## config.mk

```make
export PLATFORM = sky130hd
export DESIGN_NAME = cell_cache_select
export DESIGN_NICKNAME = d
export VERILOG_FILES = /design/src/rtl/cell_cache_select.sv
export SDC_FILE = /design/constraint.sdc
export NUM_CORES = 1
export LEC_CHECK = 0
export BUFFER_PORTS_ARGS = -buffer_cell sky130_fd_sc_hd__buf_2
export CAP_MARGIN = 0
export CORE_MARGIN = 3
export CORE_UTILIZATION = 30
export CTS_CLUSTER_SIZE = 30
export DETAILED_ROUTE_END_ITERATION = 8
export MAX_ROUTING_LAYER = met4
export PLACE_DENSITY = 0.56
export SLEW_MARGIN = 10
export SYNTH_ARGS = -nofsm -noshare
export SYNTH_HDL_FRONTEND = slang
export SYNTH_SLANG_ARGS = --single-unit
```

## constraint.sdc

```tcl
create_clock -name i_clk -period 6.5 [get_ports i_clk]
set_input_delay 0.325 -clock i_clk [delete_from_list [all_inputs] [get_ports i_clk]]
set_output_delay 0.325 -clock i_clk [all_outputs]
set_load 0.01 [all_outputs]
```

## src/rtl/cell_cache_select.sv

```systemverilog
// Per-core tape-cell cache front end: tag lookup with RMW locking, victim
// selection with optional write-back, and a single-outstanding memory fill port.
module cell_cache_select #(
  parameter int         NENTRIES = 4,
  parameter int         ADDR_W   = 16,
  parameter int         DATA_W   = 16,
  parameter logic [3:0] OP_PLUS  = 4'h1,
  parameter logic [3:0] OP_MINUS = 4'h2,
  parameter logic [3:0] OP_BRZ   = 4'h5
) (
  input  logic              i_clk,
  input  logic              i_rst,
  input  logic              i_req_valid,
  input  logic [3:0]        i_req_op,
  input  logic [ADDR_W-1:0] i_req_ptr,
  output logic              o_req_stall,
  output logic [DATA_W-1:0] o_rsp_data,
  input  logic              i_wb_valid,
  input  logic [ADDR_W-1:0] i_wb_ptr,
  input  logic [DATA_W-1:0] i_wb_data,
  output logic              o_wb_err,
  output logic              o_mem_req_valid,
  input  logic              i_mem_req_ready,
  output logic              o_mem_req_we,
  output logic [ADDR_W-1:0] o_mem_req_addr,
  output logic [DATA_W-1:0] o_mem_req_wdata,
  input  logic              i_mem_rsp_valid,
  input  logic [DATA_W-1:0] i_mem_rsp_data
);

  localparam int IDX_W = (NENTRIES > 1) ? $clog2(NENTRIES) : 1;

  localparam logic [1:0] S_IDLE      = 2'd0;
  localparam logic [1:0] S_EVICT_WR  = 2'd1;
  localparam logic [1:0] S_FILL_REQ  = 2'd2;
  localparam logic [1:0] S_FILL_WAIT = 2'd3;

  logic [1:0]          r_state;
  logic [IDX_W-1:0]    r_rr_ptr;
  logic [NENTRIES-1:0] r_valid;
  logic [NENTRIES-1:0] r_locked;
  logic [NENTRIES-1:0] r_dirty;
  logic [ADDR_W-1:0]   r_tag  [NENTRIES];
  logic [DATA_W-1:0]   r_data [NENTRIES];
  logic                r_fill_busy;
  logic [IDX_W-1:0]    r_fill_idx;
  logic [ADDR_W-1:0]   r_fill_tag;
  logic                r_wb_err;

  logic             w_need;
  logic             w_rmw;
  logic             w_hit_raw;
  logic             w_hit;
  logic [IDX_W-1:0] w_hit_idx;
  logic             w_match_any;
  logic             w_pend;
  logic             w_wb_hit;
  logic [IDX_W-1:0] w_wb_idx;
  logic             w_inv_found;
  logic [IDX_W-1:0] w_inv_idx;
  logic             w_rr_found;
  logic [IDX_W-1:0] w_rr_idx;
  logic             w_tgt_found;
  logic [IDX_W-1:0] w_tgt_idx;
  logic             w_tgt_evict;
  logic             w_tgt_dirty;
  logic [IDX_W-1:0] w_rr_next;
  logic [1:0]       w_state_nxt;
  logic             w_start;
  logic             w_evict_done;
  logic             w_fill_done;

  assign w_need = i_req_valid &&
                  ((i_req_op == OP_PLUS) || (i_req_op == OP_MINUS) || (i_req_op == OP_BRZ));
  assign w_rmw  = (i_req_op == OP_PLUS) || (i_req_op == OP_MINUS);
  assign w_pend = r_fill_busy && (r_fill_tag == i_req_ptr);

  // Tag compare for the request and for the write-back port.
  // The entry being evicted is never handed out, so it cannot be locked mid-eviction.
  always_comb begin
    w_hit_raw   = 1'b0;
    w_hit_idx   = '0;
    w_match_any = 1'b0;
    w_wb_hit    = 1'b0;
    w_wb_idx    = '0;
    for (int i = 0; i < NENTRIES; i++) begin
      if (r_valid[i] && (r_tag[i] == i_req_ptr)) begin
        w_match_any = 1'b1;
        if (!r_locked[i] && !(r_fill_busy && (r_fill_idx == IDX_W'(i)))) begin
          w_hit_raw = 1'b1;
          w_hit_idx = IDX_W'(i);
        end else begin
          w_hit_raw = w_hit_raw;
        end
      end else begin
        w_match_any = w_match_any;
      end
      if (r_valid[i] && r_locked[i] && (r_tag[i] == i_wb_ptr)) begin
        w_wb_hit = 1'b1;
        w_wb_idx = IDX_W'(i);
      end else begin
        w_wb_hit = w_wb_hit;
      end
    end
  end

  assign w_hit       = w_need && w_hit_raw;
  assign o_req_stall = w_need && !w_hit_raw;
  assign o_rsp_data  = w_hit ? r_data[w_hit_idx] : '0;
  assign o_wb_err    = r_wb_err;

  // Target choice: lowest invalid entry, else round-robin over unlocked valid entries.
  always_comb begin : victim_sel
    int j;
    j           = 0;
    w_inv_found = 1'b0;
    w_inv_idx   = '0;
    w_rr_found  = 1'b0;
    w_rr_idx    = '0;
    for (int i = NENTRIES - 1; i >= 0; i--) begin
      if (!r_valid[i]) begin
        w_inv_found = 1'b1;
        w_inv_idx   = IDX_W'(i);
      end else begin
        w_inv_found = w_inv_found;
      end
    end
    for (int k = NENTRIES - 1; k >= 0; k--) begin
      j = int'(r_rr_ptr) + k;
      if (j >= NENTRIES) begin
        j = j - NENTRIES;
      end else begin
        j = j;
      end
      if (r_valid[j] && !r_locked[j]) begin
        w_rr_found = 1'b1;
        w_rr_idx   = IDX_W'(j);
      end else begin
        w_rr_found = w_rr_found;
      end
    end
  end

  assign w_tgt_found = w_inv_found || w_rr_found;
  assign w_tgt_idx   = w_inv_found ? w_inv_idx : w_rr_idx;
  assign w_tgt_evict = !w_inv_found;
  assign w_tgt_dirty = !w_inv_found && r_dirty[w_rr_idx];
  assign w_rr_next   = (w_rr_idx == IDX_W'(NENTRIES - 1)) ? '0 : (w_rr_idx + IDX_W'(1));

  // Miss FSM next state and memory request port decode.
  always_comb begin
    w_state_nxt     = r_state;
    w_start         = 1'b0;
    w_evict_done    = 1'b0;
    w_fill_done     = 1'b0;
    o_mem_req_valid = 1'b0;
    o_mem_req_we    = 1'b0;
    o_mem_req_addr  = '0;
    o_mem_req_wdata = '0;
    case (r_state)
      S_IDLE: begin
        if (w_need && !w_match_any && !w_pend && w_tgt_found) begin
          w_start     = 1'b1;
          w_state_nxt = w_tgt_dirty ? S_EVICT_WR : S_FILL_REQ;
        end else begin
          w_state_nxt = S_IDLE;
        end
      end
      S_EVICT_WR: begin
        o_mem_req_valid = 1'b1;
        o_mem_req_we    = 1'b1;
        o_mem_req_addr  = r_tag[r_fill_idx];
        o_mem_req_wdata = r_data[r_fill_idx];
        if (i_mem_req_ready) begin
          w_evict_done = 1'b1;
          w_state_nxt  = S_FILL_REQ;
        end else begin
          w_state_nxt = S_EVICT_WR;
        end
      end
      S_FILL_REQ: begin
        o_mem_req_valid = 1'b1;
        o_mem_req_addr  = r_fill_tag;
        if (i_mem_req_ready) begin
          w_state_nxt = S_FILL_WAIT;
        end else begin
          w_state_nxt = S_FILL_REQ;
        end
      end
      S_FILL_WAIT: begin
        if (i_mem_rsp_valid) begin
          w_fill_done = 1'b1;
          w_state_nxt = S_IDLE;
        end else begin
          w_state_nxt = S_FILL_WAIT;
        end
      end
      default: begin
        w_state_nxt = S_IDLE;
      end
    endcase
  end

  // Entry array, fill tracker, round-robin pointer and wb error pulse.
  always_ff @(posedge i_clk or posedge i_rst) begin
    if (i_rst) begin
      r_state     <= S_IDLE;
      r_rr_ptr    <= '0;
      r_valid     <= '0;
      r_locked    <= '0;
      r_dirty     <= '0;
      r_fill_busy <= 1'b0;
      r_fill_idx  <= '0;
      r_fill_tag  <= '0;
      r_wb_err    <= 1'b0;
      for (int i = 0; i < NENTRIES; i++) begin
        r_tag[i]  <= '0;
        r_data[i] <= '0;
      end
    end else begin
      r_state  <= w_state_nxt;
      r_wb_err <= i_wb_valid && !w_wb_hit;
      if (w_hit && w_rmw) begin
        r_locked[w_hit_idx] <= 1'b1;
      end
      if (i_wb_valid && w_wb_hit) begin
        r_data[w_wb_idx]   <= i_wb_data;
        r_locked[w_wb_idx] <= 1'b0;
        r_dirty[w_wb_idx]  <= 1'b1;
      end
      if (w_start) begin
        r_fill_busy <= 1'b1;
        r_fill_idx  <= w_tgt_idx;
        r_fill_tag  <= i_req_ptr;
        if (w_tgt_evict) begin
          r_rr_ptr <= w_rr_next;
        end
        // A clean victim is dropped now; a dirty one stays until its write-back lands.
        if (w_tgt_evict && !w_tgt_dirty) begin
          r_valid[w_tgt_idx] <= 1'b0;
        end
      end
      if (w_evict_done) begin
        r_valid[r_fill_idx] <= 1'b0;
        r_dirty[r_fill_idx] <= 1'b0;
      end
      if (w_fill_done) begin
        r_valid[r_fill_idx]  <= 1'b1;
        r_locked[r_fill_idx] <= 1'b0;
        r_dirty[r_fill_idx]  <= 1'b0;
        r_tag[r_fill_idx]    <= r_fill_tag;
        r_data[r_fill_idx]   <= i_mem_rsp_data;
        r_fill_busy          <= 1'b0;
      end
    end
  end

endmodule

```

==> results of run 1 <==
placed cells by master (no fill, tap or decap), types with 33 or more instances in the layout:
cell     count
dfrtp_1    162
xnor2_1     67
nor2_1      74
xor2_1      78
o21ai_0     35
buf_2      125
nand4_1     49
nand2_1    161
a31oi_1     50
mux2i_1     33
sequential cells by signal, summed over array words and instances, names as in the netlist:
register	flops
r_data	64
r_state	2
r_fill_tag	16
r_tag	64
r_dirty	4
r_rr_ptr	2
r_fill_idx	2
r_valid	4
o_wb_err	1
r_fill_busy	1
r_locked	4
area by class of cell:
type	instances	area, um2
fillers	3686	24000
repair buffers	145	778
clock inverters	7	47.5
diodes	3	7.51
flip-flops and latches	164	4110
clock buffers	24	512
inverters	10	42.5
multi-input cells	911	6600
well taps	468	586
tightest hold or removal path, delay by kind of cell:
kind            cells  cell delay (ns)
compound gates      1             0.08
buf+inv             1             0.12
simple gates        1             0.06
logic make-up after synthesis:
kind of cell               after synthesis  synth area share
and+or+nand+nor                        447             0.199
AOI/OAI and AO/OA                      213             0.136
DFF                                    164             0.367
xor gates and xnor gates               145             0.113
buffers and inverters                  114            0.0493
muxes                                  101             0.130
adders and majority gates                5           0.00559
repair_timing:
item	4_1_cts	5_1_grt
hold buffers	1	0
endpoints found under the hold margin	40	0
setup buffers	0	0
routing by layer:
metal,up-vias,routed length [um]
li1,4434,-
met1,4957,17300
met2,499,19400
met3,123,3250
met4,0,1700
met5,-,0
worst paths after layout:
| path | from | endpoint | slack (ns) | cells past startpoint |
|---|---|---|---|---|
| worst max-delay path | r_tag[4]$_DFFE_PP0P_ | o_rsp_data[1] | 2.01 | 7 |
| worst min-delay path | i_wb_data[0] | r_data[16]$_DFF_PP0_ | 0.19 | 3 |
| worst max register to register | r_tag[4]$_DFFE_PP0P_ | r_fill_tag[1]$_DFFE_PP0N_ | 3.26 | 7 |
| worst min register to register | r_dirty[2]$_DFF_PP0_ | r_dirty[2]$_DFF_PP0_ | 0.51 | 2 |
| max in group asynchronous | i_rst | r_fill_idx[0]$_DFFE_PP0N_ | 4.63 | 4 |
| min in group asynchronous | i_rst | r_fill_tag[12]$_DFFE_PP0N_ | 0.45 | 3 |
report_power, final:
part / leakage (nW) / switching [mW] / internal (mW)
Clock: 0.274 / 0.427 / 0.547
Combinational: 3.31 / 0.242 / 0.182
Sequential: 2.21 / 0.0799 / 1.07
Total: 5.79 / 0.749 / 1.80
stage by stage:
| step | utilization | area (um2) | setup slack (ns) | power (mW) | hold slack (ns) |
|---|---|---|---|---|---|
| 2_1_floorplan | - | 11200 | 1.74 | 1.44 | 0.463 |
| 3_3_place_gp | 0.330 | 12100 | 2.51 | 1.59 | 0.356 |
| 3_5_place_dp | 0.330 | 12100 | 2.46 | 1.59 | 0.358 |
| 4_1_cts | 0.345 | 12700 | 2.08 | 2.56 | 0.173 |
| 5_1_grt | 0.345 | 12700 | 1.89 | 2.64 | 0.183 |
| 6_report | 0.345 | 12700 | 2.01 | 2.55 | 0.187 |
==> summary.txt, run 1 <==
status - finished, final reports clean
final hold vios - 0
Startpoint Class - flip-flop
Vias/cell - 5.78
RSZ-0062 raised after global routing - false
Die Y - 199 um
Rel. slew slack - 0.120
total gr overflow - 0
slowest CP cell - and4_1
Mapped Area - 11200 um2
M1 GR Usage - 0.277
vias in the first global route - 9993
Synth area leaders - dfrtp_1 (37%), mux4_2 (6.4%), xor2_1 (6.1%), nand2_1 (5.4%), xnor2_1 (5.2%)
fin crit share - 0.690
sequential area share after synthesis - 0.367
clk_skew - 0.00883 ns
most common cell in the netlist - dfrtp_1
DR DRC count - 0
Avg WL per Cell - 24.0 um
CTS max path bufs - 2
measured slew at the worst slew-check pin - 1.32 ns
fraction of registers with async set/reset - 1.00
Routed Antenna Nets - 0
Post-synth EDFFs - 0
post-synth top area share - 0.367
Routability Congestion - 0.995
Fmax achieved - 0.223 GHz
Clock Latency Late Sink - 0.44 ns
Max IR drop VDD - 0.000182 V
Root Buffer - clkbuf_16
met3 GRT Util - 0.0448
Gate Count Post-Synth - 1189
CTS sink cnt - 164
Layout Cells excl Fill - 1732
Iteration-0 DRC Markers - 1083
largest net degree at the start of global routing - 73
syn_area_per_cell - 9.41 um2
TritonCTS Buffers - 17
post-synth cell types - 69
PostCTS Resize Cnt - 0
CP Max Fanout - 20
WS Path Type - flip-flop to output port
Pleak - 5.79 nW
first-pass GRT wire length - 62800 um
slowest stage delay, CP - 1.01 ns
grt peak-use layer - met2
cell type with the highest aggregate area in the netlist - dfrtp_1
Final Setup Violations - 0
nets@finish - 1328
Starting Density - 0.305
CP Cell Sequence - xor2_1 -> nor4_1 -> and4_1 -> and3_4 -> nor2_2 -> a211oi_1 -> buf_2
area grow syn2layout - 13.3%
share of cells above drive strength 1 - 0.205
Bufs and invs on worst path - 1
CP Data Arrival Time - 4.16 ns
CTS tree - built
met2 Use GR - 0.331
detailed placement HPWL - 28200 um
dominant synthesized flop cell - dfrtp_1
total global-route track usage - 0.216
Synth warnings - 0
Synth Register Bits - 164
initial antenna violation count - 3
setup TNS - 0 ns
Vias - 10000
IO Pins - 126
H-tree levels - 4
Tmin final - 4.49 ns
die width - 199 um
total wire length - 41600 um
row count - 70
Core Area - 36700 um2
Critical Path RT - 6.17 ns
PD cells - 201 nW/um2
Buffers on Ports - 125
Cells after DPL - 1697
pins over their slew limit - 0
clock-pin slew on the worst setup and hold paths - 0.06 ns
Max Cap Viol - 0
Die ar. - 39700 um2
net count of the mapped netlist - 1268
CP top delay family - simple AND/OR/NAND/NOR gates
drt first pass iters - 6
synth cell count leaders - dfrtp_1 (164), nand2_1 (161), xor2_1 (78), nor2_1 (74), xnor2_1 (67)
Hold Crit Class - input port to flip-flop
Setup crit end kind - output port
Note: power is estimated with default switching activity, not from simulation.
==> run 2, diff against run 1 <==
PLACE_DENSITY = 0.58   (was 0.56)
clock period = 3.7 ns   (was 6.5 ns; I/O delays follow)
==> summary.txt, run 2 (synthesis gave the netlist of run 1 again) <==
measured slew at the worst slew-check pin - 1.20 ns
fin crit share - 0.949
Routed Antenna Nets - 0
die width - 199 um
Max IR drop VDD - 0.000320 V
H-tree levels - 4
Rel. slew slack - 0.197
PostCTS Resize Cnt - 0
RSZ-0062 raised after global routing - false
Tmin final - 3.51 ns
RR Endpoint - r_fill_tag[14]$_DFFE_PP0N_
Buffers on Ports - 125
Avg WL per Cell - 24.1 um
CP Max Fanout - 20
total power - 4.64 mW
total wire length - 42200 um
DR DRC count - 0
Setup Buffers After CTS - 0
Fmax achieved - 0.285 GHz
Final Setup Violations - 0
first-pass GRT wire length - 63900 um
commonest non-fill, non-tap cells in the layout - dfrtp_1 (162), nand2_1 (161), buf_2 (125)
Hold Crit Class - input port to asynchronous set/reset pin
Iteration-0 DRC Markers - 1130
Setup crit end kind - output port
final setup margin - 0.188 ns
WS Path Type - flip-flop to output port
Cells after DPL - 1715
Vias/cell - 5.81
Vias - 10200
biggest regs - r_data x64, r_tag x64, r_fill_tag x16
share of cells above drive strength 1 - 0.217
total global-route track usage - 0.220
Layout Cells excl Fill - 1749
Die ar. - 39700 um2
Startpoint Class - flip-flop
Root Buffer - clkbuf_16
post-cts hold buffer count - 0
IO Pins - 126
violated checks - negative hold slack
clk_skew - 0.00902 ns
vias in the first global route - 10100
clock-pin slew on the worst setup and hold paths - 0.07 ns
CTS tree - built
detailed placement HPWL - 28900 um
final hold vios - 20
R2R depth - 7
Core Area - 36700 um2
Critical Path RT - 3.51 ns
Routability Congestion - 0.981
initial antenna violation count - 2
largest net degree at the start of global routing - 66
pins over their slew limit - 0
Die Y - 199 um
Clock Latency Late Sink - 0.45 ns
Max Cap Viol - 0
setup TNS - 0 ns
CTS sink cnt - 164
commonest non-fill, non-tap cell in the layout - dfrtp_1
area grow syn2layout - 14.8%
status - finished, violations left
CP Data Arrival Time - 3.33 ns
CTS max path bufs - 2
Finished Core Util - 0.350
drt first pass iters - 5
reg2reg setup slack - 0.69 ns
Crit Reg-Reg Startpoint - r_tag[12]$_DFFE_PP0P_
Hold Slack - -0.0167 ns
Post-Place Worst Slack - 0.628 ns
PD cells - 361 nW/um2
total gr overflow - 0
nets@finish - 1345
row count - 70
Starting Density - 0.305
TritonCTS Buffers - 17
Pleak - 5.90 nW
-- run 2: changes by cell type in the layout (fill, tap and decap cells not counted), sizes merged --
cell	before	now
buf	144	162
bufinv	0	2
clkbuf	24	17
clkinvlp	2	3
diode	3	2
dlygate4sd3	1	0
inv	10	15
-- run 2: cell type report --
class / count / area [um2]
Clock inverter: 15 / 173
Fill cell: 3688 / 23800
Sequential cell: 164 / 4110
Timing Repair Buffer: 162 / 928
Clock buffer: 17 / 425
Antenna cell: 2 / 5.00
Inverter: 10 / 41.3
Tap cell: 468 / 586
Multi-Input combinational cell: 911 / 6590
-- run 2: how the worst max path moves through the flow --
stage | slack (ns) | start | to | cells after the start
6_report | 0.19 | r_tag[4]$_DFFE_PP0P_ | o_rsp_data[2] | 8
5_1_grt | 0.03 | r_tag[4]$_DFFE_PP0P_ | o_rsp_data[2] | 8
4_1_cts | 0.18 | r_tag[4]$_DFFE_PP0P_ | o_rsp_data[2] | 8
3_5_place_dp | 0.63 | i_req_op[0] | r_fill_tag[11]$_DFFE_PP0N_ | 8
3_3_place_gp | 0.69 | r_tag[7]$_DFFE_PP0P_ | o_rsp_data[2] | 8
2_1_floorplan | 1.43 | i_rst | o_wb_err$_DFF_PP0_ | 1
-- run 2: metal layers --
layer / routed length, um / GRT usage / up-vias
met4: 1610 / 0.0875 / 0
met1: 17700 / 0.285 / 5078
met3: 3040 / 0.0408 / 102
li1: - / - / 4483
met2: 19800 / 0.341 / 490
met5: 0 / - / -
-- run 2: critical path, stage by stage, from the launching register on --
cell,delay [ns]
dfrtp_1,0.42
xor2_1,0.17
nor4_1,0.58
and4_1,0.36
and3_4,0.44
o41ai_4,0.12
buf_4,0.26
a211oi_1,0.31
buf_2,0.20
-- run 2: where the power goes --
part / leakage [nW] / total, mW / internal (mW) / switching, mW
Combinational: 3.40 / 0.729 / 0.328 / 0.401
Clock: 0.289 / 1.85 / 1.01 / 0.841
Sequential: 2.21 / 2.06 / 1.88 / 0.176
-- run 2: metrics by stage --
step                cell area [um2]  hold slack, ns
CTS                           12800          0.0230
global placement              12200           0.487
finish                        12900         -0.0167
floorplan                     11200           0.344
global route                  12900          0.0349
detailed placement            12200           0.492
